<file path="src/rtl/cmd_dispatch_pkg.sv">
// Shared opcodes, response codes, FIFO entry layout and FSM states for the
// command dispatcher.
package cmd_dispatch_pkg;

    localparam logic [7:0] OP_NOP     = 8'h00;
    localparam logic [7:0] OP_SPI_WR  = 8'h01;
    localparam logic [7:0] OP_SPI_RD  = 8'h02;
    localparam logic [7:0] OP_IMG_CAP = 8'h10;
    localparam logic [7:0] OP_IMG_RD  = 8'h11;

    localparam logic [7:0] RSP_OK      = 8'h00;
    localparam logic [7:0] RSP_ERR_OPC = 8'h01;
    localparam logic [7:0] RSP_TIMEOUT = 8'h02;

    typedef struct packed {
        logic [7:0] cmd;
        logic [7:0] addr_msb;
        logic [7:0] addr_lsb;
        logic [7:0] data_msb;
        logic [7:0] data_lsb;
    } cmd_entry_t;

    localparam int ENTRY_W = $bits(cmd_entry_t);

    typedef enum logic [2:0] {
        ST_IDLE      = 3'd0,
        ST_ISSUE_SPI = 3'd1,
        ST_WAIT_SPI  = 3'd2,
        ST_ISSUE_IMG = 3'd3,
        ST_WAIT_IMG  = 3'd4,
        ST_RESP      = 3'd5
    } state_t;

endpackage

</file>
<file path="src/rtl/cmd_dispatcher_if.sv">
// Command, back-end resource and response signals of the dispatcher, with
// the dispatcher side as master and the surrounding system as slave.
interface cmd_dispatcher_if;
    import cmd_dispatch_pkg::*;

    // Handshakes: a response transfers on the rising edge where rspValid and
    // rspReady are both high, with rspCode/rspData stable until then; a
    // resource request (xReq level) is accepted on the edge where xAck is high,
    // and xDone marks completion of that single outstanding transaction.
    logic        cmdUpdate;
    logic [7:0]  cmd;
    logic [7:0]  addrLsb;
    logic [7:0]  addrMsb;
    logic [7:0]  dataLsb;
    logic [7:0]  dataMsb;

    logic        spiReq;
    logic        spiWr;
    logic [15:0] spiAddr;
    logic [15:0] spiWdata;
    logic        spiAck;
    logic        spiDone;
    logic [15:0] spiRdata;

    logic        imgReq;
    logic        imgOp;
    logic        imgAck;
    logic        imgDone;

    logic        rspValid;
    logic [7:0]  rspCode;
    logic [15:0] rspData;
    logic        rspReady;

    logic        fifoFull;
    logic [7:0]  dropCnt;
    logic        busy;
    state_t      fsm_state;

    modport master (
        input  cmdUpdate, cmd, addrLsb, addrMsb, dataLsb, dataMsb,
        output spiReq, spiWr, spiAddr, spiWdata,
        input  spiAck, spiDone, spiRdata,
        output imgReq, imgOp,
        input  imgAck, imgDone,
        output rspValid, rspCode, rspData,
        input  rspReady,
        output fifoFull, dropCnt, busy, fsm_state
    );

    modport slave (
        output cmdUpdate, cmd, addrLsb, addrMsb, dataLsb, dataMsb,
        input  spiReq, spiWr, spiAddr, spiWdata,
        output spiAck, spiDone, spiRdata,
        input  imgReq, imgOp,
        output imgAck, imgDone,
        input  rspValid, rspCode, rspData,
        output rspReady,
        input  fifoFull, dropCnt, busy, fsm_state
    );

endinterface

</file>
<file path="src/rtl/cmd_fifo.sv">
// Synchronous command FIFO; a push while full is rejected and flagged on drop,
// with fullness judged before any same-cycle pop.
module cmd_fifo #(
    parameter int DEPTH = 4,
    parameter int WIDTH = 40
) (
    input  logic             clk,
    input  logic             rst,
    input  logic             push,
    input  logic             pop,
    input  logic [WIDTH-1:0] wdata,
    output logic [WIDTH-1:0] rdata,
    output logic             full,
    output logic             empty,
    output logic             drop
);

    localparam int AW = $clog2(DEPTH);

    logic [WIDTH-1:0] mem [DEPTH];
    logic [AW-1:0]    wr_ptr;
    logic [AW-1:0]    rd_ptr;
    logic [AW:0]      count;
    logic             do_push;
    logic             do_pop;

    assign full    = (count == (AW+1)'(DEPTH));
    assign empty   = (count == '0);
    assign do_push = push && !full;
    assign do_pop  = pop && !empty;
    assign drop    = push && full;
    assign rdata   = mem[rd_ptr];

    always_ff @(posedge clk) begin
        if (do_push) begin
            mem[wr_ptr] <= wdata;
        end
    end

    always_ff @(posedge clk) begin
        if (rst) begin
            wr_ptr <= '0;
            rd_ptr <= '0;
            count  <= '0;
        end else begin
            if (do_push) begin
                wr_ptr <= wr_ptr + 1'b1;
            end
            if (do_pop) begin
                rd_ptr <= rd_ptr + 1'b1;
            end
            case ({do_push, do_pop})
                2'b10:   count <= count + 1'b1;
                2'b01:   count <= count - 1'b1;
                default: count <= count;
            endcase
        end
    end

endmodule

</file>
<file path="src/rtl/cmd_dispatcher.sv">
// Buffers decoded host commands and runs them one at a time on the SPI master
// or the image buffer, returning one status response per command.
module cmd_dispatcher
    import cmd_dispatch_pkg::*;
#(
    parameter int FIFO_DEPTH  = 4,
    parameter int TIMEOUT_CYC = 4096
) (
    input logic          clk40M,
    input logic          rst,
    cmd_dispatcher_if.master bus
);

    localparam logic [31:0] TO_LAST = (TIMEOUT_CYC == 0) ? 32'd0 : 32'(TIMEOUT_CYC - 1);

    state_t      state;
    state_t      state_n;
    cmd_entry_t  cur;
    cmd_entry_t  cur_n;
    cmd_entry_t  in_entry;
    cmd_entry_t  head;
    logic [7:0]  rsp_code;
    logic [7:0]  rsp_code_n;
    logic [15:0] rsp_data;
    logic [15:0] rsp_data_n;
    logic [31:0] to_cnt;
    logic [7:0]  drop_cnt;
    logic        to_hit;
    logic        pop;
    logic        fifo_full;
    logic        fifo_empty;
    logic        fifo_drop;

    assign in_entry = {bus.cmd, bus.addrMsb, bus.addrLsb, bus.dataMsb, bus.dataLsb};

    cmd_fifo #(
        .DEPTH (FIFO_DEPTH),
        .WIDTH (ENTRY_W)
    ) u_fifo (
        .clk   (clk40M),
        .rst   (rst),
        .push  (bus.cmdUpdate),
        .pop   (pop),
        .wdata (in_entry),
        .rdata (head),
        .full  (fifo_full),
        .empty (fifo_empty),
        .drop  (fifo_drop)
    );

    // Cycle n of a transaction (n = 0 on the first ISSUE cycle) times out when
    // n reaches TIMEOUT_CYC-1, so RESP starts TIMEOUT_CYC cycles after req rose.
    assign to_hit = (TIMEOUT_CYC != 0) && (to_cnt == TO_LAST);

    always_comb begin
        state_n    = state;
        cur_n      = cur;
        rsp_code_n = rsp_code;
        rsp_data_n = rsp_data;
        pop        = 1'b0;
        unique case (state)
            ST_IDLE: begin
                if (!fifo_empty) begin
                    pop        = 1'b1;
                    cur_n      = head;
                    rsp_code_n = RSP_OK;
                    rsp_data_n = 16'h0000;
                    case (head.cmd)
                        OP_SPI_WR, OP_SPI_RD:  state_n = ST_ISSUE_SPI;
                        OP_IMG_CAP, OP_IMG_RD: state_n = ST_ISSUE_IMG;
                        OP_NOP:                state_n = ST_RESP;
                        default: begin
                            state_n    = ST_RESP;
                            rsp_code_n = RSP_ERR_OPC;
                        end
                    endcase
                end
            end
            ST_ISSUE_SPI, ST_WAIT_SPI: begin
                if (bus.spiDone && (state == ST_WAIT_SPI || bus.spiAck)) begin
                    state_n    = ST_RESP;
                    rsp_code_n = RSP_OK;
                    rsp_data_n = (cur.cmd == OP_SPI_RD) ? bus.spiRdata : 16'h0000;
                end else if (to_hit) begin
                    state_n    = ST_RESP;
                    rsp_code_n = RSP_TIMEOUT;
                    rsp_data_n = 16'h0000;
                end else if (state == ST_ISSUE_SPI && bus.spiAck) begin
                    state_n = ST_WAIT_SPI;
                end
            end
            ST_ISSUE_IMG, ST_WAIT_IMG: begin
                if (bus.imgDone && (state == ST_WAIT_IMG || bus.imgAck)) begin
                    state_n    = ST_RESP;
                    rsp_code_n = RSP_OK;
                    rsp_data_n = 16'h0000;
                end else if (to_hit) begin
                    state_n    = ST_RESP;
                    rsp_code_n = RSP_TIMEOUT;
                    rsp_data_n = 16'h0000;
                end else if (state == ST_ISSUE_IMG && bus.imgAck) begin
                    state_n = ST_WAIT_IMG;
                end
            end
            ST_RESP: begin
                if (bus.rspReady) begin
                    state_n = ST_IDLE;
                end
            end
            default: state_n = ST_IDLE;
        endcase
    end

    always_ff @(posedge clk40M) begin
        if (rst) begin
            state    <= ST_IDLE;
            cur      <= '0;
            rsp_code <= 8'h00;
            rsp_data <= 16'h0000;
            to_cnt   <= 32'd0;
            drop_cnt <= 8'h00;
        end else begin
            state    <= state_n;
            cur      <= cur_n;
            rsp_code <= rsp_code_n;
            rsp_data <= rsp_data_n;
            if (state == ST_IDLE || state == ST_RESP) begin
                to_cnt <= 32'd0;
            end else begin
                to_cnt <= to_cnt + 32'd1;
            end
            if (fifo_drop && drop_cnt != 8'hFF) begin
                drop_cnt <= drop_cnt + 8'd1;
            end
        end
    end

    assign bus.spiReq    = (state == ST_ISSUE_SPI);
    assign bus.spiWr     = (cur.cmd == OP_SPI_WR);
    assign bus.spiAddr   = {cur.addr_msb, cur.addr_lsb};
    assign bus.spiWdata  = {cur.data_msb, cur.data_lsb};
    assign bus.imgReq    = (state == ST_ISSUE_IMG);
    assign bus.imgOp     = (cur.cmd == OP_IMG_RD);
    assign bus.rspValid  = (state == ST_RESP);
    assign bus.rspCode   = rsp_code;
    assign bus.rspData   = rsp_data;
    assign bus.fifoFull  = fifo_full;
    assign bus.dropCnt   = drop_cnt;
    assign bus.busy      = (state != ST_IDLE) || !fifo_empty;
    assign bus.fsm_state = state;

endmodule
</file>
<file path="src/flat_wrapper.sv">
// flat-port wrapper written by rule: the top's interface ports become plain ports
module cmd_dispatcher_flat import cmd_dispatch_pkg::*;
#(
    parameter int FIFO_DEPTH  = 4,
    parameter int TIMEOUT_CYC = 4096
)
  (clk40M, rst, bus_cmdUpdate, bus_cmd, bus_addrLsb, bus_addrMsb, bus_dataLsb, bus_dataMsb, bus_spiReq, bus_spiWr, bus_spiAddr, bus_spiWdata, bus_spiAck, bus_spiDone, bus_spiRdata, bus_imgReq, bus_imgOp, bus_imgAck, bus_imgDone, bus_rspValid, bus_rspCode, bus_rspData, bus_rspReady, bus_fifoFull, bus_dropCnt, bus_busy, bus_fsm_state);
  cmd_dispatcher_if bus_i ();
  input logic clk40M;
  input logic rst;
  input wire logic [$bits(bus_i.cmdUpdate)-1:0] bus_cmdUpdate;
  input wire logic [$bits(bus_i.cmd)-1:0] bus_cmd;
  input wire logic [$bits(bus_i.addrLsb)-1:0] bus_addrLsb;
  input wire logic [$bits(bus_i.addrMsb)-1:0] bus_addrMsb;
  input wire logic [$bits(bus_i.dataLsb)-1:0] bus_dataLsb;
  input wire logic [$bits(bus_i.dataMsb)-1:0] bus_dataMsb;
  output wire logic [$bits(bus_i.spiReq)-1:0] bus_spiReq;
  output wire logic [$bits(bus_i.spiWr)-1:0] bus_spiWr;
  output wire logic [$bits(bus_i.spiAddr)-1:0] bus_spiAddr;
  output wire logic [$bits(bus_i.spiWdata)-1:0] bus_spiWdata;
  input wire logic [$bits(bus_i.spiAck)-1:0] bus_spiAck;
  input wire logic [$bits(bus_i.spiDone)-1:0] bus_spiDone;
  input wire logic [$bits(bus_i.spiRdata)-1:0] bus_spiRdata;
  output wire logic [$bits(bus_i.imgReq)-1:0] bus_imgReq;
  output wire logic [$bits(bus_i.imgOp)-1:0] bus_imgOp;
  input wire logic [$bits(bus_i.imgAck)-1:0] bus_imgAck;
  input wire logic [$bits(bus_i.imgDone)-1:0] bus_imgDone;
  output wire logic [$bits(bus_i.rspValid)-1:0] bus_rspValid;
  output wire logic [$bits(bus_i.rspCode)-1:0] bus_rspCode;
  output wire logic [$bits(bus_i.rspData)-1:0] bus_rspData;
  input wire logic [$bits(bus_i.rspReady)-1:0] bus_rspReady;
  output wire logic [$bits(bus_i.fifoFull)-1:0] bus_fifoFull;
  output wire logic [$bits(bus_i.dropCnt)-1:0] bus_dropCnt;
  output wire logic [$bits(bus_i.busy)-1:0] bus_busy;
  output wire logic [$bits(bus_i.fsm_state)-1:0] bus_fsm_state;
  assign bus_i.cmdUpdate = bus_cmdUpdate;
  assign bus_i.cmd = bus_cmd;
  assign bus_i.addrLsb = bus_addrLsb;
  assign bus_i.addrMsb = bus_addrMsb;
  assign bus_i.dataLsb = bus_dataLsb;
  assign bus_i.dataMsb = bus_dataMsb;
  assign bus_spiReq = bus_i.spiReq;
  assign bus_spiWr = bus_i.spiWr;
  assign bus_spiAddr = bus_i.spiAddr;
  assign bus_spiWdata = bus_i.spiWdata;
  assign bus_i.spiAck = bus_spiAck;
  assign bus_i.spiDone = bus_spiDone;
  assign bus_i.spiRdata = bus_spiRdata;
  assign bus_imgReq = bus_i.imgReq;
  assign bus_imgOp = bus_i.imgOp;
  assign bus_i.imgAck = bus_imgAck;
  assign bus_i.imgDone = bus_imgDone;
  assign bus_rspValid = bus_i.rspValid;
  assign bus_rspCode = bus_i.rspCode;
  assign bus_rspData = bus_i.rspData;
  assign bus_i.rspReady = bus_rspReady;
  assign bus_fifoFull = bus_i.fifoFull;
  assign bus_dropCnt = bus_i.dropCnt;
  assign bus_busy = bus_i.busy;
  assign bus_fsm_state = bus_i.fsm_state;
  cmd_dispatcher #(.FIFO_DEPTH(FIFO_DEPTH), .TIMEOUT_CYC(TIMEOUT_CYC)) u_core (.clk40M(clk40M), .rst(rst), .bus(bus_i));
endmodule
</file>
<file path="config.mk">
export PLATFORM = sky130hd
export DESIGN_NAME = cmd_dispatcher_flat
export DESIGN_NICKNAME = d
export VERILOG_FILES = /design/src/rtl/cmd_dispatch_pkg.sv /design/src/rtl/cmd_dispatcher_if.sv /design/src/rtl/cmd_fifo.sv /design/src/rtl/cmd_dispatcher.sv /design/src/flat_wrapper.sv
export SDC_FILE = /design/constraint.sdc
export NUM_CORES = 1
export LEC_CHECK = 0
export CAP_MARGIN = 20
export CORE_ASPECT_RATIO = 1.2
export CORE_UTILIZATION = 35
export DETAILED_ROUTE_END_ITERATION = 7
export HOLD_SLACK_MARGIN = 0.08
export PLACE_DENSITY_LB_ADDON = 0.3
export SYNTH_ARGS = -nofsm -noshare
export SYNTH_HDL_FRONTEND = slang
export SYNTH_SLANG_ARGS = --single-unit
</file>
<file path="constraint.sdc">
create_clock -name clk40M -period 3.5 [get_ports clk40M]
set_input_delay 0.7 -clock clk40M [delete_from_list [all_inputs] [get_ports clk40M]]
set_output_delay 0.7 -clock clk40M [all_outputs]
set_load 0.02 [all_outputs]
</file>
==> flow_summary.toml <==
[critical_path]
crit_path_end_kind = "output pin"
critPathKind = "reg2out"
crit_fanout = 15
arrival_ps = 2400
startpoint_type = "register"
worst_ep_required_time_ps = 2800

[synthesis]
synth_xor_area_share_pct = 3.51
avgSynthCellArea_um2 = 13.6
ys_seq_area_share_pct = 66.5
ys_ff_latch = 276
synth_top_family_by_area = "simple AND/OR/NAND/NOR gates"
synthDistinctLibCells = 51
synthMuxAreaShare_pct = 8.68
synth_fa_ha_area_share_pct = 1.00
synth_area_um2 = 10700
yosys_warnings = 0
synth-edff-count = 160
synthArstFlopShare_pct = 0
synth-main-ff-cell = "edfxtp_1"
synth_compound_area_share_pct = 5.23
synth_nets = 859
yosys.area_share.simple_pct = 11.0
postSynthCellCount = 787

[power_and_ir_drop]
peakVddDrop_mv = 0.393
power_leakage_nw = 4.41
p_per_area_nw_per_um2 = 743
p_total_mw = 9.87

[floorplanning]
core_um2 = 29900
dieArea_um2 = 31300
rows = 69
die_y_um = 194
io_pins = 138
start_util_pct = 35.9
die_width_um = 162

[final_layout]
nets = 971
final_area_um2 = 13300
drive_gt1_share_pct = 12.1
final_common_cell = "edfxtp_1"
syn_to_final_growth_pct = 23.9
final_cell_mix = "160 x edfxtp_1, 135 x clkdlybuf4s50_1, 114 x dfxtp_1"

[timing]
setup_viol = 0
hold_ws_ps = 451
fin_ws_ps = 397
fin_setup_tns_ps = 0
period_minus_slack_ps = 3100
finalClockSkew_ps = 9.36
slew_viol_final = 0
fmax_ghz = 0.322
min_period_over_period_pct = 88.6
slew_headroom_pct = 44.9
hold_viol = 0
worstMarginPinSlew_ps = 820
rsz0062_at_grt = "no"

[clock_tree]
cts_buffer_depth = 3
cts_buffers = 30
clk_pin_slew_worst_paths_ps = 60
cts.sinks = 276
root_buffer = "clkbuf_16"
cts.htree.levels = 1
clk_latency_ps = 540
cts_tree = "yes"

[placed_design]
dp_slack_ps = 603
post-dp-hpwl_um = 13800
port_buffers = 137
globalplace.congestion = 0.775
place_area_um2 = 12300

[routing]
postRouteAntennaNets = 0
drc_errors = 0
avgRoutedWirePerCell_um = 16.7
finalWirelength_um = 21900
num_vias = 6406
dr.pass1.iters = 4
drt_iter0_drc = 369
vias_per_cell = 4.88

[grt]
gr-total-overflow = 0
antenna_found_initial = 2
grt_pass1_wl_um = 34800
grt_util_all_layers_pct = 13.9
grt_max_degree = 64
grt_pass1_vias = 6461

[worst_hold_path]
min_path_type = "reg2reg"

[flow_run]
max_cap_viol_count = 0

[status]
status = "complete, no violations"
## final timing paths
| path | startpoint | endpoint | slack [ps] | depth (start not counted) |
|---|---|---|---|---|
| worst min-delay path | u_core.bus.rspCode[0] | u_core.bus.rspCode[0] | 450 | 1 |
| worst min register to register | u_core.bus.rspCode[0] | u_core.bus.rspCode[0] | 450 | 1 |
| worst max-delay path | u_core.bus.fsm_state[0] | bus_rspValid | 400 | 3 |
| worst max register to register | u_core.bus.fsm_state[0] | u_core.u_fifo.count[2] | 1010 | 9 |
## metrics by stage
stage	cells	utilization [%]
floorplan	787	-
global placement	1257	41.3
detailed placement	1257	41.3
CTS	1313	44.4
global route	1314	44.5
finish	1314	44.5
## sequential cells by signal (all words and copies together) (netlist names), named ones only
register,count
u_core.bus.dropCnt,8
u_core.bus.fsm_state,3
u_core.bus.rspCode,8
u_core.bus.rspData,16
u_core.bus.spiAddr,16
u_core.bus.spiWdata,16
u_core.cur,8
u_core.to_cnt,32
u_core.u_fifo.count,3
u_core.u_fifo.mem,160
u_core.u_fifo.rd_ptr,2
u_core.u_fifo.wr_ptr,2
## cell usage after synthesis (all sizes together) (2+ instances only)
cell | instances | area [um^2]
xnor2 | 10 | 87.6
a21o | 2 | 15.0
a21oi | 53 | 265
nor4 | 5 | 46.3
dfxtp | 116 | 2320
nor3b | 5 | 37.5
nor2 | 59 | 229
ha | 7 | 87.6
and4 | 3 | 26.3
nand2b | 3 | 18.8
or3 | 5 | 31.3
and2 | 10 | 62.6
or4 | 3 | 26.3
nor2b | 4 | 25.0
o21bai | 3 | 22.5
edfxtp | 160 | 4800
nand2 | 102 | 383
buf | 48 | 317
mux2i | 3 | 30.0
nand3 | 16 | 80.1
a22o | 16 | 140
mux4 | 40 | 901
nand4 | 11 | 83.8
o21ai | 7 | 35.0
inv | 10 | 37.5
xor2 | 33 | 289
and3 | 9 | 56.3
nor3 | 7 | 35.0
nor4b | 2 | 17.5
clkbuf | 22 | 82.6
## cell families after synthesis
group / after synthesis
xor gates and xnor gates: 43
DFF: 276
adders and majority gates: 8
muxes: 43
and+or+nand+nor: 246
AOI/OAI and AO/OA: 90
buffers and inverters: 81
## timing repair
item | CTS | global route
setup endpoints to repair | 0 | 1
setup buffers | 0 | 0
hold buffers | 0 | 0
resized for setup | 0 | 1
## power by group
group          leakage (nW)  internal, mW  total (mW)  switching, mW
sequential             2.41          3.92        4.24          0.321
clock                 0.451          1.73        2.97           1.25
combinational          1.55          1.17        2.65           1.47
total                  4.41          6.82        9.87           3.05
## worst max-delay path, stage by stage, from the launching register on
cell             delay [ps]
dfxtp_1                 650
inv_1                   170
nor3b_1                 360
clkdlybuf4s50_1         680
## routing by layer
metal / track usage (%) / vias up / share of wire (%)
met5: 0 / - / 0.055
met4: 4.54 / 2 / 2.2
met3: 2.82 / 34 / 5.7
met2: 23.8 / 158 / 49
met1: 17.5 / 3160 / 43
li1: - / 3052 / -
## final cells by class
| type | count | area (um^2) |
|---|---|---|
| clock inverters | 12 | 105 |
| repair buffers | 150 | 1520 |
| multi-input cells | 430 | 3160 |
| clock buffers | 44 | 833 |
| well taps | 390 | 488 |
| diodes | 1 | 2.50 |
| flip-flops and latches | 276 | 7130 |
| fillers | 2798 | 16600 |
| inverters | 11 | 41.3 |
Note: power is estimated with default switching activity, not from simulation.
